$ cat config.mk
export PLATFORM = sky130hd
export DESIGN_NAME = scan_display_ctrl
export DESIGN_NICKNAME = d
export VERILOG_FILES = /design/src/rtl/scan_display_ctrl.sv
export SDC_FILE = /design/constraint.sdc
export NUM_CORES = 1
export LEC_CHECK = 0
export CAP_MARGIN = 20
export CORE_ASPECT_RATIO = 1.25
export CORE_MARGIN = 1.5
export CORE_UTILIZATION = 45
export DETAILED_ROUTE_END_ITERATION = 7
export PLACE_DENSITY = 0.73
export SLEW_MARGIN = 10
export SYNTH_ARGS = -nofsm -noshare
export SYNTH_HDL_FRONTEND = slang
export SYNTH_SLANG_ARGS = --single-unit
$ cat constraint.sdc
create_clock -name clk -period 3.01 [get_ports clk]
set_clock_uncertainty 0.15 [all_clocks]
set_input_delay 0.602 -clock clk [delete_from_list [all_inputs] [get_ports clk]]
set_output_delay 0.602 -clock clk [all_outputs]
set_load 0.02 [all_outputs]
$ cat src/rtl/scan_display_ctrl.sv
// Enabled BCD up/down counter driving a multiplexed active-low 7-segment display.
// Define SCAN_DISPLAY_LZ_BLANK_EN to blank leading-zero digits (digit 0 always shown).
module scan_display_ctrl #(
  parameter int DIGITS   = 4,
  parameter int SCAN_DIV = 100000,
  parameter int TICK_DIV = 100000000
) (
  input  logic                  clk,
  input  logic                  rst,
  input  logic                  en,
  input  logic                  up,
  input  logic                  clr,
  output logic [4*DIGITS-1:0]   count_bcd,
  output logic                  wrap,
  output logic [DIGITS-1:0]     seg_an,
  output logic [7:0]            seg_cat
);
  localparam int TW = (TICK_DIV > 1) ? $clog2(TICK_DIV) : 1;
  localparam int SW = $clog2(SCAN_DIV);
  localparam int IW = (DIGITS > 1) ? $clog2(DIGITS) : 1;

  logic [TW-1:0]            tick_cnt_q;
  logic [SW-1:0]            scan_cnt_q;
  logic [IW-1:0]            idx_q;
  logic [DIGITS-1:0][3:0]   count_q, count_d;
  logic                     wrap_q;
  logic [DIGITS-1:0]        seg_an_q;
  logic [7:0]               seg_cat_q;
  logic                     carry;
  logic [DIGITS-1:0]        blank;
  logic [3:0]               cur_dig;
  logic [6:0]               cur_seg;
  logic                     tick;

  assign tick      = en && (tick_cnt_q == TW'(TICK_DIV - 1));
  assign count_bcd = count_q;
  assign wrap      = wrap_q;
  assign seg_an    = seg_an_q;
  assign seg_cat   = seg_cat_q;

  function automatic logic [6:0] seg7(input logic [3:0] d);
    case (d)
      4'd0:    seg7 = 7'b1000000;
      4'd1:    seg7 = 7'b1111001;
      4'd2:    seg7 = 7'b0100100;
      4'd3:    seg7 = 7'b0110000;
      4'd4:    seg7 = 7'b0011001;
      4'd5:    seg7 = 7'b0010010;
      4'd6:    seg7 = 7'b0000010;
      4'd7:    seg7 = 7'b1111000;
      4'd8:    seg7 = 7'b0000000;
      4'd9:    seg7 = 7'b0010000;
      default: seg7 = 7'b1111111;
    endcase
  endfunction

  // Ripple carry/borrow; a carry out of the top digit is the full-range wrap.
  always_comb begin
    count_d = count_q;
    carry   = 1'b1;
    for (int k = 0; k < DIGITS; k++) begin
      if (carry) begin
        if (up) begin
          if (count_q[k] == 4'd9) count_d[k] = 4'd0;
          else begin
            count_d[k] = count_q[k] + 4'd1;
            carry      = 1'b0;
          end
        end else begin
          if (count_q[k] == 4'd0) count_d[k] = 4'd9;
          else begin
            count_d[k] = count_q[k] - 4'd1;
            carry      = 1'b0;
          end
        end
      end
    end
  end

`ifdef SCAN_DISPLAY_LZ_BLANK_EN
  logic zero_above;
  always_comb begin
    blank      = '0;
    zero_above = 1'b1;
    for (int k = DIGITS - 1; k > 0; k--) begin
      zero_above = zero_above && (count_q[k] == 4'd0);
      blank[k]   = zero_above;
    end
  end
`else
  assign blank = '0;
`endif

  assign cur_dig = count_q[idx_q];
  assign cur_seg = blank[idx_q] ? 7'b1111111 : seg7(cur_dig);

  always_ff @(posedge clk) begin
    if (!rst) begin
      count_q    <= '0;
      wrap_q     <= 1'b0;
      tick_cnt_q <= '0;
      scan_cnt_q <= '0;
      idx_q      <= '0;
      seg_an_q   <= '1;
      seg_cat_q  <= 8'hFF;
    end else begin
      wrap_q <= 1'b0;
      if (clr) begin
        count_q    <= '0;
        tick_cnt_q <= '0;
      end else if (tick) begin
        count_q    <= count_d;
        tick_cnt_q <= '0;
        wrap_q     <= carry;
      end else if (en) begin
        tick_cnt_q <= tick_cnt_q + TW'(1);
      end
      // Scan keeps running independent of en/clr.
      if (scan_cnt_q == SW'(SCAN_DIV - 1)) begin
        scan_cnt_q <= '0;
        idx_q      <= (idx_q == IW'(DIGITS - 1)) ? '0 : idx_q + IW'(1);
      end else begin
        scan_cnt_q <= scan_cnt_q + SW'(1);
      end
      seg_an_q  <= ~(DIGITS'(1) << idx_q);
      seg_cat_q <= {1'b1, cur_seg};
    end
  end
endmodule

# [Yosys cells after proc, flatten, opt, wreduce, memory -nomap -nowiden]
# Memory sizes are Yosys's and may differ from the RTL's. A register that Yosys moved wholly into a read port is not among the register bits.
# Cells that the tools add are included.
[totals] regBits=68 romBits=112 out_inout_bits=29 memories=1
[op_classes] add_sub_neg=11 order_cmp=1 eq_ne=7 n_shift=1 mux=31 bitwise_logic=4 n_reduce_logical=13
[mem_list] memory="(no name shown)" depth=16 word_bits=7 read_ports=1 rd_clocked_by_memory_dff=1 wr=0 line_no="42" rtl="case (d)"
[ops] cell="2-to-1 mux 4 bit" count=13
[ops] cell="adder 27 x 1 -> 27 bit (second input constant)" count=1
[ops] cell="equality test 27 bit (second input constant)" count=1
[ops] cell="adder 17 x 1 -> 17 bit (second input constant)" count=1
[ops] cell="equality test 17 bit (second input constant)" count=1
[ops] cell="adder 4 x 1 -> 4 bit (second input constant)" count=4
[ops] cell="equality test 4 bit (second input constant)" count=4
[ops] cell="logical NOT 4 bit" count=4
[ops] cell="subtractor 4 x 1 -> 4 bit (second input constant)" count=4
[ops] cell="2-to-1 mux 1 bit" count=15
[ops] cell="binary-select mux 4 bit (select 2 bit)" count=1
[ops] cell="AND reduction 2 bit" count=3
[ops] cell="OR reduction 2 bit" count=3
[ops] cell="inverter 4 bit" count=1
[ops] cell="OR reduction 4 bit" count=1
[ops] cell="<< shifter 1 x 2 -> 4 bit (first input constant)" count=1
[ops] cell="< comparator 2 x 3 -> 1 bit (second input constant)" count=1
[ops] cell="inverter 1 bit" count=3
[ops] cell="OR reduction 3 bit" count=1
[ops] cell="adder 2 x 1 -> 2 bit (second input constant)" count=1
[ops] cell="binary-select mux 1 bit (select 2 bit)" count=1
[ops] cell="equality test 2 bit (second input constant)" count=1
[ops] cell="2-to-1 mux 2 bit" count=1
[ops] cell="logical AND 1 bit" count=1

# [Logic depth before layout (Yosys ltp)]
[depth] ltp_word=7 depth_mapped=8

# [Worst setup path after synthesis]
# OpenSTA, ideal clock, no wires.
[synth_timing] kind="register -> register" start="register tick_cnt_q[0]" end="register count_q, in the netlist count_bcd[12]" setup_ns=0.070 t_arrival_ns=2.095 t_required_ns=2.790 setup_slack_ns=0.695 stages_incl_launch_ff=8 path_buffers=1 period_less_slack_ns=2.315 cell_sequence="dfxtp_1 -> ha_1 -> and4_4 -> nand2_8 -> or3_4 -> buf_6 -> or4_1 -> a21oi_1"
[synth_between] elab_chain_len=3
[synth_lines] element="start: declaration" line_no="22" rtl="logic [TW-1:0] tick_cnt_q;"
[synth_lines] element="start signal: assignment" line_no="116" rtl="tick_cnt_q <= tick_cnt_q + TW'(1);"
[synth_lines] element="equality test 27 bit" line_no="35" rtl="assign tick = en && (tick_cnt_q == TW'(TICK_DIV - 1));"
[synth_lines] element="logical AND 1 bit" line_no="35"
[synth_lines] element="AND reduction 2 bit (no source line)"
[synth_lines] element="end signal: assignment" line_no="112" rtl="count_q <= count_d;"
[synth_lines] element="end: declaration" line_no="25" rtl="logic [DIGITS-1:0][3:0] count_q, count_d;"
# Every way passes these cells.
# A chain may end at the register's enable or synchronous reset.

# [Worst setup path in the final report]
[layout_timing] start="register count_q, in the netlist count_bcd[4]" end="output count_bcd[4]"
[layout_lines] element="end: declaration" line_no="13" rtl="output logic [4*DIGITS-1:0] count_bcd,"
# No word-level cell between the ends.

==> results by group <==
Route
  – Routed length per instance: ~13 um
  – Vias per inst: 5.38
  – Pre-antenna DRT Iters: 4
  – Drt initial violations: around 260
  – Routed length on met3: about 320 um
  – Routed WL: 8.52 mm
  – Met2 WL: between 4 and 5 mm
  – DRC: 0
  – DR vias: roughly 3400
  – DR top layer: met4
  – Routed Antenna Nets: 0
  – Met1 Routed Length: between 3 and 4 mm

STA
  – Fmax: 404 MHz
  – Final Hold Fails: 0
  – Final setup violation count: 0
  – Headroom to the max-slew limit: 0.588
  – Final Slew Violations: 0
  – Post-layout worst setup margin: about 0.53 ns
  – Fin Setup TNS: 0 ns
  – Post-route clock period utilization: 0.823
  – RSZ-0062 raised after global routing: no
  – Slew @ Worst Pin: 0.602 ns
  – Min cycle time layout: ~2.5 ns

Synth
  – Top-area cell type share of the netlist area: 0.364
  – Yosys reg bits: 74
  – Gate Count Post-Synth: slightly below 500
  – Warnings from Yosys: 0
  – Syn Area/Cell: 8.23 um^2
  – Yosys top cell by area: dfxtp_1
  – Post-synthesis cell type count: 58
  – Ys async rst share: 0
  – Leading post-synthesis cells by cell area: dfxtp_1 (36%), xnor2_1 (8.2%), nor2_1 (6.8%), nand2_1 (3.6%), ha_1 (3.4%)
  – Post-synth EDFFs: 0
  – Top post-synthesis cells by count: dfxtp_1 (74), nor2_1 (74), nand2_1 (39), xnor2_1 (38), clkbuf_1 (26)
  – Register area share after synthesis: 0.364
  – Synthesized area: 0.00407 mm^2
  – Synth Flop Type: dfxtp_1
  – Post-Syn Nets: between 500 and 600

Clocking
  – Post_cts resized: 0
  – Max clock buf depth: 2
  – Clk_lat worst skew: roughly 0.36 ns
  – Root Buffer: clkbuf_8
  – CTS HTree Levels: 3
  – Setup bufs post-CTS: 0
  – Clk sink count: 74
  – Clock buffer count from CTS: 9
  – Clock transition at the registers of the reported paths: approximately 0.080 ns
  – CTS tree: yes
  – Hold buffer count at CTS: 0

Power and ir drop
  – Clk pwr share: 0.421
  – Seq pwr share: 0.532
  – Max VDD drop: between 0.2 and 0.3 mV
  – Internal: ~1.4 mW
  – Combinational share of power: 0.046
  – Sw Share: 0.234
  – Sw Pwr: around 0.44 mW
  – Static Leakage: 1.51 nW
  – Pwr/cell area: 399 mW/mm^2

Floorplanning
  – Die W: a little under 90 um
  – Core area: a little under 0.009 mm^2
  – Die area: slightly below 0.01 mm^2
  – Die height: between 100 and 150 um
  – Boundary Pins: 34
  – Cell Rows: 38
  – Initial core utilization: 0.465

Placed design
  – Number of port buffers: 32
  – DPL Wire Length: just under 6 mm
  – Final GP Congestion: 0.801
  – Pre-CTS setup slack: 0.174 ns

Setup path
  – Crit path buffers/inverters: 1
  – CP Capture Type: primary output
  – Critical path, cell by cell: clkdlybuf4s50_1
  – CP peak stage delay: roughly 0.72 ns
  – Slowest cell on the critical path: clkdlybuf4s50_1
  – Critical Path Start Type: flip-flop
  – Critical Path Stages: 1
  – Crit path arrival time: around 1.7 ns
  – Setup crit start: count_bcd[4]$_SDFFE_PP0P_
  – Setup crit end: count_bcd[4]
  – Reg2reg setup slack: about 0.58 ns
  – Crit Path Max Fanout: 14
  – Worst path required time: between 2 and 2.5 ns
  – Top Family by Delay on Critical Path: buffers and inverters
  – Worst R2R Path Depth: 6
  – Kind of critical path: flip-flop to primary output
  – Start of the worst register-to-register path: tick_cnt_q[0]$_SDFFE_PP0P_
  – Worst r2r dst: count_bcd[12]$_SDFFE_PP0P_

Min path
  – Hold Crit Class: flip-flop to flip-flop

Global routing
  – Antenna violations before repair: 0
  – Vias in the first global route: 3285
  – Tot GR Track Use: 0.194
  – Total grt overflow: 0
  – Largest net degree at the start of global routing: 26
  – First-pass GRT wire length: about 15 mm

Final layout
  – Nets: 529
  – Synth-to-Final Area Change: 14.9%
  – N_diodes: 0
  – Layout cells sized above 1: 0.0830

Run
  – # Max-Cap Violations: 0

Outcome
  – Status: complete, no violations
## how the worst min path moves through the flow
stage	slack, ns	end	cells after the start	from
after floorplan	0.26	scan_cnt_q[0]$_SDFF_PP0_	1	scan_cnt_q[0]$_SDFF_PP0_
after global placement	0.28	scan_cnt_q[0]$_SDFF_PP0_	1	scan_cnt_q[0]$_SDFF_PP0_
after detailed placement	0.28	scan_cnt_q[0]$_SDFF_PP0_	1	scan_cnt_q[0]$_SDFF_PP0_
after CTS	0.30	scan_cnt_q[0]$_SDFF_PP0_	1	scan_cnt_q[0]$_SDFF_PP0_
after global routing	0.36	scan_cnt_q[0]$_SDFF_PP0_	1	scan_cnt_q[0]$_SDFF_PP0_
final	0.30	scan_cnt_q[0]$_SDFF_PP0_	1	scan_cnt_q[0]$_SDFF_PP0_
## layer usage
metal	vias up	global-route usage
li1	1742	-
met1	1592	0.218
met2	75	0.343
met3	24	0.0333
met4	0	0.108
met5	-	0
## sequential cells by signal, indices dropped and copies added (netlist names)
signal and count:
idx_q 2, count_bcd 16, seg_cat 7, seg_an 4, scan_cnt_q 17, tick_cnt_q 27
wrap 1
## power by group through the flow
stage | clock network, mW | registers [mW] | logic [mW]
after floorplan | 0 | 1.02 | 0.0470
after global placement | 0 | 1.02 | 0.0850
after detailed placement | 0 | 1.02 | 0.0862
after CTS | 0.809 | 0.992 | 0.0870
after global routing | 0.845 | 0.994 | 0.0962
final | 0.785 | 0.992 | 0.0866
## layout make-up
class,count,area (um^2)
multi-input cells,372,2370
clock inverters,6,63.8
clock buffers,10,138
well taps,120,150
fillers,844,4080
inverters,13,48.8
flip-flops and latches,74,1480
repair buffers,43,415
## cells by family (layout without fill, tap and decap cells)
family                   count (synthesis)  after routing  synth area share
AO/OA/AOI/OAI                           62             62            0.0936
XOR/XNOR                                51             51             0.110
adder cells (fa/ha/maj)                 11             11            0.0339
buffers and inverters                   48             72            0.0517
flip-flops                              74             74             0.364
multiplexers                            12             12            0.0425
other                                    1              1          0.000922
AND/OR/NAND/NOR                        235            235             0.303
## per-stage QoR
step / instances / total power [mW] / hold WS (ns) / instance area (um^2) / utilization
after floorplan: 494 / 1.07 / 0.263 / 4070 / -
after global placement: 622 / 1.10 / 0.276 / 4470 / 0.511
after detailed placement: 622 / 1.10 / 0.285 / 4470 / 0.511
after CTS: 638 / 1.89 / 0.299 / 4670 / 0.534
after global routing: 638 / 1.94 / 0.359 / 4670 / 0.534
final: 638 / 1.86 / 0.303 / 4670 / 0.534
## cells in the final DEF (no fill, tap or decap), types with 7 or more instances in the layout
| cell | instances |
|---|---|
| nor4_1 | 15 |
| xnor2_1 | 38 |
| dfxtp_1 | 74 |
| and3_1 | 10 |
| and2_1 | 8 |
| nor3_1 | 19 |
| clkbuf_8 | 10 |
| nand4_1 | 11 |
| inv_1 | 13 |
| a21oi_1 | 13 |
| nand3_1 | 20 |
| o21ai_0 | 20 |
| ha_1 | 11 |
| clkdlybuf4s50_1 | 32 |
| buf_4 | 10 |
| a31oi_1 | 7 |
| xor2_1 | 13 |
| nand2_1 | 39 |
| nor2_1 | 74 |
| nor2b_1 | 8 |
Note: power is estimated with default switching activity, not from simulation.
